--- config.mk ---
export PLATFORM = sky130hd
export DESIGN_NAME = rbus_arbiter
export DESIGN_NICKNAME = d
export VERILOG_FILES = /design/src/rtl/rbus_arbiter_pkg.sv /design/src/rtl/rbus_req_slot.sv /design/src/rtl/rbus_arbiter.sv
export SDC_FILE = /design/constraint.sdc
export NUM_CORES = 1
export LEC_CHECK = 0
export BUFFER_PORTS_ARGS = -buffer_cell sky130_fd_sc_hd__buf_2
export CAP_MARGIN = 30
export CORE_AREA = 2 2 340 342
export DETAILED_ROUTE_END_ITERATION = 12
export DIE_AREA = 0 0 342 344
export HOLD_SLACK_MARGIN = 0.06
export PLACE_DENSITY = 0.4
export SLEW_MARGIN = 40
export SYNTH_ARGS = -nofsm -noshare
export SYNTH_HDL_FRONTEND = slang
export SYNTH_SLANG_ARGS = --single-unit
export TNS_END_PERCENT = 1
--- constraint.sdc ---
create_clock -name cpu_clk -period 17.9 [get_ports cpu_clk]
set_input_delay 1.79 -clock cpu_clk [delete_from_list [all_inputs] [get_ports cpu_clk]]
set_output_delay 1.79 -clock cpu_clk [all_outputs]
set_load 0.02 [all_outputs]
--- src/rtl/rbus_arbiter_pkg.sv ---
// -----------------------------------------------------------------------------
// rbus_arbiter_pkg
// Shared definitions for the two-requester line-read bus arbiter:
//   - arbitration FSM state encoding (IDLE / WAIT_I / WAIT_D)
//   - requester identifiers (REQ_I = ICache, REQ_D = DCache)
//   - default address / line widths and the read-enable width
// -----------------------------------------------------------------------------
package rbus_arbiter_pkg;

  localparam int ADDR_W_DEF = 32;
  localparam int LINE_W_DEF = 256;
  localparam int REN_W      = 4;

  typedef enum logic [1:0] {
    IDLE   = 2'd0,
    WAIT_I = 2'd1,
    WAIT_D = 2'd2
  } state_e;

  typedef enum logic {
    REQ_I = 1'b0,
    REQ_D = 1'b1
  } req_id_e;

endpackage

--- src/rtl/rbus_req_slot.sv ---
// -----------------------------------------------------------------------------
// rbus_req_slot
// One-deep pending-request buffer for a single requester.
// Ports:
//   cpu_clk, cpu_rst : clock, asynchronous active-high reset
//   rrdy_i           : requester handshake ready (buffer may capture)
//   ren_i, raddr_i   : incoming read-enable pulse and line address
//   clear_i          : request has been granted; free the slot
//   pend_v_o         : a request is buffered
//   ren_o, addr_o    : buffered read enable and address
// -----------------------------------------------------------------------------
module rbus_req_slot
  import rbus_arbiter_pkg::*;
#(
  parameter int ADDR_W = ADDR_W_DEF
) (
  input  logic              cpu_clk,
  input  logic              cpu_rst,
  input  logic              rrdy_i,
  input  logic [REN_W-1:0]  ren_i,
  input  logic [ADDR_W-1:0] raddr_i,
  input  logic              clear_i,
  output logic              pend_v_o,
  output logic [REN_W-1:0]  ren_o,
  output logic [ADDR_W-1:0] addr_o
);

  logic              pend_v_q, pend_v_d;
  logic [REN_W-1:0]  ren_q, ren_d;
  logic [ADDR_W-1:0] addr_q, addr_d;

  // A request while not ready is a protocol violation and simply dropped.
  // rrdy_i is low whenever the slot is full, so capture and clear never
  // coincide; capture still takes precedence for clarity.
  always_comb begin
    // NOTE: every next-state signal gets a default first, so no path through
    // the block leaves it unassigned and no latch is inferred.
    pend_v_d = pend_v_q;
    ren_d    = ren_q;
    addr_d   = addr_q;
    if (rrdy_i && (ren_i != '0)) begin
      pend_v_d = 1'b1;
      ren_d    = ren_i;
      addr_d   = raddr_i;
    end else if (clear_i) begin
      pend_v_d = 1'b0;
    end
  end

  // NOTE: state registers use non-blocking assignments so every flop samples
  // the pre-edge values regardless of statement order.
  always_ff @(posedge cpu_clk or posedge cpu_rst) begin
    if (cpu_rst) begin
      pend_v_q <= 1'b0;
      ren_q    <= '0;
      addr_q   <= '0;
    end else begin
      pend_v_q <= pend_v_d;
      ren_q    <= ren_d;
      addr_q   <= addr_d;
    end
  end

  assign pend_v_o = pend_v_q;
  assign ren_o    = ren_q;
  assign addr_o   = addr_q;

endmodule

--- src/rtl/rbus_arbiter.sv ---
// -----------------------------------------------------------------------------
// rbus_arbiter
// Shares one line-read device between ICache and DCache. Each requester gets a
// one-deep pending slot; one device transaction is in flight at a time and its
// response is steered back to the requester that owns it.
// Ports:
//   cpu_clk, cpu_rst                    : clock, asynchronous active-high reset
//   ic_rrdy/ic_ren/ic_raddr             : ICache request handshake
//   ic_rvalid/ic_rdata                  : ICache response (one-cycle pulse)
//   dc_rrdy/dc_ren/dc_raddr             : DCache request handshake
//   dc_rvalid/dc_rdata                  : DCache response (one-cycle pulse)
//   dev_rrdy/dev_ren/dev_raddr          : device request side
//   dev_rvalid/dev_rdata                : device response side
// RR_EN = 1 alternates on contention; RR_EN = 0 always favours DCache.
// -----------------------------------------------------------------------------
module rbus_arbiter
  import rbus_arbiter_pkg::*;
#(
  parameter int ADDR_W = ADDR_W_DEF,
  parameter int LINE_W = LINE_W_DEF,
  parameter bit RR_EN  = 1'b1
) (
  input  logic              cpu_clk,
  input  logic              cpu_rst,
  output logic              ic_rrdy,
  input  logic [REN_W-1:0]  ic_ren,
  input  logic [ADDR_W-1:0] ic_raddr,
  output logic              ic_rvalid,
  output logic [LINE_W-1:0] ic_rdata,
  output logic              dc_rrdy,
  input  logic [REN_W-1:0]  dc_ren,
  input  logic [ADDR_W-1:0] dc_raddr,
  output logic              dc_rvalid,
  output logic [LINE_W-1:0] dc_rdata,
  input  logic              dev_rrdy,
  output logic [REN_W-1:0]  dev_ren,
  output logic [ADDR_W-1:0] dev_raddr,
  input  logic              dev_rvalid,
  input  logic [LINE_W-1:0] dev_rdata
);

  state_e            state_q, state_d;
  req_id_e           last_grant_q, last_grant_d, win;
  logic [REN_W-1:0]  dev_ren_q, dev_ren_d;
  logic [ADDR_W-1:0] dev_raddr_q, dev_raddr_d;
  logic              ic_rvalid_q, ic_rvalid_d, dc_rvalid_q, dc_rvalid_d;
  logic [LINE_W-1:0] ic_rdata_q, ic_rdata_d, dc_rdata_q, dc_rdata_d;

  logic              ic_pend_v, dc_pend_v, ic_clear, dc_clear;
  logic [REN_W-1:0]  ic_pend_ren, dc_pend_ren;
  logic [ADDR_W-1:0] ic_pend_addr, dc_pend_addr;

  // A requester is blocked while its slot is full or its own read is in
  // flight; the other requester's transaction does not block it.
  assign ic_rrdy = ~ic_pend_v & (state_q != WAIT_I);
  assign dc_rrdy = ~dc_pend_v & (state_q != WAIT_D);

  rbus_req_slot #(.ADDR_W(ADDR_W)) u_ic_slot (
    .cpu_clk (cpu_clk),
    .cpu_rst (cpu_rst),
    .rrdy_i  (ic_rrdy),
    .ren_i   (ic_ren),
    .raddr_i (ic_raddr),
    .clear_i (ic_clear),
    .pend_v_o(ic_pend_v),
    .ren_o   (ic_pend_ren),
    .addr_o  (ic_pend_addr)
  );

  rbus_req_slot #(.ADDR_W(ADDR_W)) u_dc_slot (
    .cpu_clk (cpu_clk),
    .cpu_rst (cpu_rst),
    .rrdy_i  (dc_rrdy),
    .ren_i   (dc_ren),
    .raddr_i (dc_raddr),
    .clear_i (dc_clear),
    .pend_v_o(dc_pend_v),
    .ren_o   (dc_pend_ren),
    .addr_o  (dc_pend_addr)
  );

  // Winner selection; only meaningful when at least one slot is pending.
  always_comb begin
    if (ic_pend_v && dc_pend_v) begin
      if (RR_EN) win = (last_grant_q == REQ_D) ? REQ_I : REQ_D;
      else       win = REQ_D;
    end else if (dc_pend_v) begin
      win = REQ_D;
    end else begin
      win = REQ_I;
    end
  end

  always_comb begin
    state_d      = state_q;
    last_grant_d = last_grant_q;
    dev_ren_d    = '0;          // one-cycle pulse unless re-armed below
    dev_raddr_d  = dev_raddr_q; // address holds until the next grant
    ic_rvalid_d  = 1'b0;
    dc_rvalid_d  = 1'b0;
    ic_rdata_d   = ic_rdata_q;
    dc_rdata_d   = dc_rdata_q;
    ic_clear     = 1'b0;
    dc_clear     = 1'b0;
    unique case (state_q)
      IDLE: begin
        // dev_rvalid here is spurious and deliberately not looked at.
        if (dev_rrdy && (ic_pend_v || dc_pend_v)) begin
          last_grant_d = win;
          if (win == REQ_I) begin
            dev_ren_d   = ic_pend_ren;
            dev_raddr_d = ic_pend_addr;
            ic_clear    = 1'b1;
            state_d     = WAIT_I;
          end else begin
            dev_ren_d   = dc_pend_ren;
            dev_raddr_d = dc_pend_addr;
            dc_clear    = 1'b1;
            state_d     = WAIT_D;
          end
        end
      end
      WAIT_I: begin
        if (dev_rvalid) begin
          ic_rvalid_d = 1'b1;
          ic_rdata_d  = dev_rdata;
          state_d     = IDLE;
        end
      end
      WAIT_D: begin
        if (dev_rvalid) begin
          dc_rvalid_d = 1'b1;
          dc_rdata_d  = dev_rdata;
          state_d     = IDLE;
        end
      end
      default: state_d = IDLE;
    endcase
  end

  always_ff @(posedge cpu_clk or posedge cpu_rst) begin
    if (cpu_rst) begin
      state_q      <= IDLE;
      last_grant_q <= REQ_D;   // ICache wins the first tie
      dev_ren_q    <= '0;
      dev_raddr_q  <= '0;
      ic_rvalid_q  <= 1'b0;
      dc_rvalid_q  <= 1'b0;
      // NOTE: the wide data holding registers are reset as well: they drive
      // outputs directly and must read 0 after reset, not stale line data.
      ic_rdata_q   <= '0;
      dc_rdata_q   <= '0;
    end else begin
      state_q      <= state_d;
      last_grant_q <= last_grant_d;
      dev_ren_q    <= dev_ren_d;
      dev_raddr_q  <= dev_raddr_d;
      ic_rvalid_q  <= ic_rvalid_d;
      dc_rvalid_q  <= dc_rvalid_d;
      ic_rdata_q   <= ic_rdata_d;
      dc_rdata_q   <= dc_rdata_d;
    end
  end

  assign dev_ren   = dev_ren_q;
  assign dev_raddr = dev_raddr_q;
  assign ic_rvalid = ic_rvalid_q;
  assign ic_rdata  = ic_rdata_q;
  assign dc_rvalid = dc_rvalid_q;
  assign dc_rdata  = dc_rdata_q;

endmodule
==> impl_metrics.csv <==
group,metric,value,unit
die,io-pin-count,884,
place,placed_area,29700,um^2
sta,setup-violations-final,0,
sta,fin_ws,13.41,ns
synthesis,ys_seq_elements,627,
setup_path,crit_slowest_cell,"buf_4",
setup_path,cpMostUsedCell,"buf_6",
cts,cts_buffers,77,
cells_and_area,area_growth,36.2,%
cts,cts_tree,"yes",
synthesis,yosysWarnings,0,
die,num_rows,124,
die,core,114000,um^2
cts,root_buffer,"clkbuf_16",
routing,drtPass1Iterations,4,
die,die_h,344,um
cells_and_area,fin_area,32300,um^2
sta,final.period_utilization,25.1,%
die,die_w,342,um
cts,clock_sinks,627,
die,dieArea,118000,um^2
place,dp_slack,12.11,ns
cells_and_area,final_layout_size_suffix_gt1_share,66.1,%
place,dp_hpwl,62.8,mm
sta,slew_headroom,49.4,%
grt,grt_pass1_wl,118,mm
setup_path,r2r_slack,14.20,ns
cts,insertion_delay,0.62,ns
synthesis,synth_edf_count,0,
routing,drcViolationCount,0,
cts,post_cts_buffers,0,
sta,skew,0.0220,ns
power,power,6.91,mW
setup_path,worst_ep_arrival_time,5.14,ns
power,cellPowerDensity,214,nW/um^2
place,io_buffers,883,
cts,cts_hold_buf,0,
grt,grt_overflow,0,
sta,slew_violations,0,
cts,clk_transition_reported_paths,0.05,ns
place,gp_congestion,0.771,
routing,ant_nets,0,
routing,viasPerCell,4.00,
cells_and_area,layout.nets,2704,
setup_path,cp_max_fo,78,
setup_path,crit_type,"primary input to async pin",
die,start_util,20.8,%
synthesis,syn-num-nets,1795,
run,maxCapViolCount,0,
hold_path,hold_class,"flop to flop",
grt,grt_max_degree,83,
sta,worstMarginPinSlew,0.760,ns
setup_path,critPathLaunchType,"primary input",
cts,cts-htree-levels,3,
sta,fin_crit,4.49,ns
setup_path,end_kind,"async pin",
cts,post_cts_resized,0,
setup_path,worstRegToRegCells,7,
routing,drt-total-wl,83.3,mm
sta,tns,0,ns
synthesis,seq_area_frac_synth,66.3,%
routing,first_iter_violations,523,
grt,track_usage,13.6,%
cts,clock_path_buffers,3,
cells_and_area,n_fill_cell,11800,
cells_and_area,final_cell_mix,"buf_2, dfrtp_1, mux2_2, clkbuf_16, a21oi_1",
grt,grt_antenna_before_repair,26,
sta,max_freq,0.223,GHz
cells_and_area,final_common_cell,"buf_2",
grt,grt_pass1_vias,17300,
synthesis,synth_flop_cell,"dfrtp_1",
synthesis,synth_cell_types,34,
setup_path,cp.required,18.55,ns
place,placed_cells,3802,
sta,finalHoldViolations,0,
setup_path,slowest_delay,0.66,ns
power,power_leakage,15.2,nW
synthesis,ys_async_sr_fraction,100,%
synthesis,syn_area,23700,um^2
power,peakVddDrop,0.0968,mV
routing,wl_per_cell,21.1,um
routing,vias,15800,
status,status,"finished clean",
synthesis,synth_cells,1460,
sta,rsz0062_at_grt,"false",
cells_and_area,finalNonFillerCells,3946,
synthesis,avgSynthCellArea,16.2,um^2
setup_path,worstPathCellList,"buf_2 -> clkinvlp_4 -> buf_6 -> buf_6 -> buf_6 -> buf_4 -> buf_6",
hold_path,hold_depth,1,
==> power breakdown <==
part           switching, mW  internal [mW]  leakage (nW)
clock network          0.618          0.915          1.25
registers              0.378           2.14          7.45
logic                   1.74           1.12          6.47
total                   2.73           4.18          15.2
==> worst paths after layout <==
| check | startpoint | end |
|---|---|---|
| setup / recovery | cpu_rst | dc_rdata[205] |
| hold / removal | ic_rdata[54] | ic_rdata[54] |
| setup reg to reg | state_q[0] | dc_rdata[162] |
| hold reg to reg | ic_rdata[54] | ic_rdata[54] |
| max in group cpu_clk | dev_rvalid | dc_rdata[162] |
| min in group asynchronous | cpu_rst | ic_rdata[52] |
==> per-stage QoR <==
stage | hold WS, ns | utilization, %
after CTS | 0.492 | 28.3
after global placement | 0.464 | 26.1
final | 0.487 | 28.3
after global routing | 0.508 | 28.3
after detailed placement | 0.480 | 26.1
after floorplan | 0.454 | -
==> kinds of logic after synthesis <==
| logic type | synth area share (%) |
|---|---|
| and+or+nand+nor | 1.71 |
| adders and majority gates | 0.159 |
| muxes | 27.6 |
| DFF | 66.3 |
| AOI/OAI and AO/OA | 1.95 |
| buffers and inverters | 2.30 |
==> cells in the mapped netlist (2+ instances only) <==
cell type	n	share of area, %
mux2_4	2	0.13
a22o_1	2	0.074
o21ai_0	4	0.085
dfrtp_1	626	66
nand2b_1	2	0.053
mux2_2	561	27
inv_2	2	0.032
mux2_1	17	0.81
a32o_1	4	0.17
nand3_1	2	0.042
buf_4	20	0.63
nor2_1	35	0.55
nor3_4	2	0.14
buf_6	16	0.76
ha_1	3	0.16
clkbuf_1	5	0.079
nand2_1	39	0.62
buf_2	33	0.70
inv_1	5	0.079
or4b_1	2	0.085
a21oi_1	65	1.4
==> flip-flops by register name, summed over array words and instances (netlist names) <==
name	count
dc_rdata	256
dc_rvalid	1
dev_raddr	32
dev_ren	4
ic_rdata	256
ic_rvalid	1
last_grant_q	1
state_q	2
u_dc_slot.addr_o	32
u_dc_slot.pend_v_o	1
u_dc_slot.ren_o	4
u_ic_slot.addr_o	32
u_ic_slot.pend_v_o	1
u_ic_slot.ren_o	4
==> per-layer routing <==
layer | global-route usage [%] | up-vias | share of wire (%)
li1 | - | 7009 | -
met1 | 14.9 | 7921 | 37
met2 | 22.9 | 658 | 49
met3 | 5.72 | 159 | 10
met4 | 5.94 | 32 | 4.0
met5 | 0 | - | 0.22
==> worst max-delay path, delay by kind of cell <==
kind	cells	cell delay, ns
buf+inv	7	3.16
==> layout make-up <==
| class | count | area (um^2) | share of cell area [%] |
|---|---|---|---|
| Antenna cell | 6 | 15.0 | 0.0466 |
| Clock buffer | 112 | 2280 | 7.07 |
| Clock inverter | 26 | 236 | 0.733 |
| Inverter | 7 | 37.5 | 0.116 |
| Multi-Input combinational cell | 751 | 7470 | 23.2 |
| Sequential cell | 627 | 15700 | 48.7 |
| Tap cell | 1512 | 1890 | 5.87 |
| Timing Repair Buffer | 905 | 4630 | 14.4 |
(Power assumes the default switching activity.)
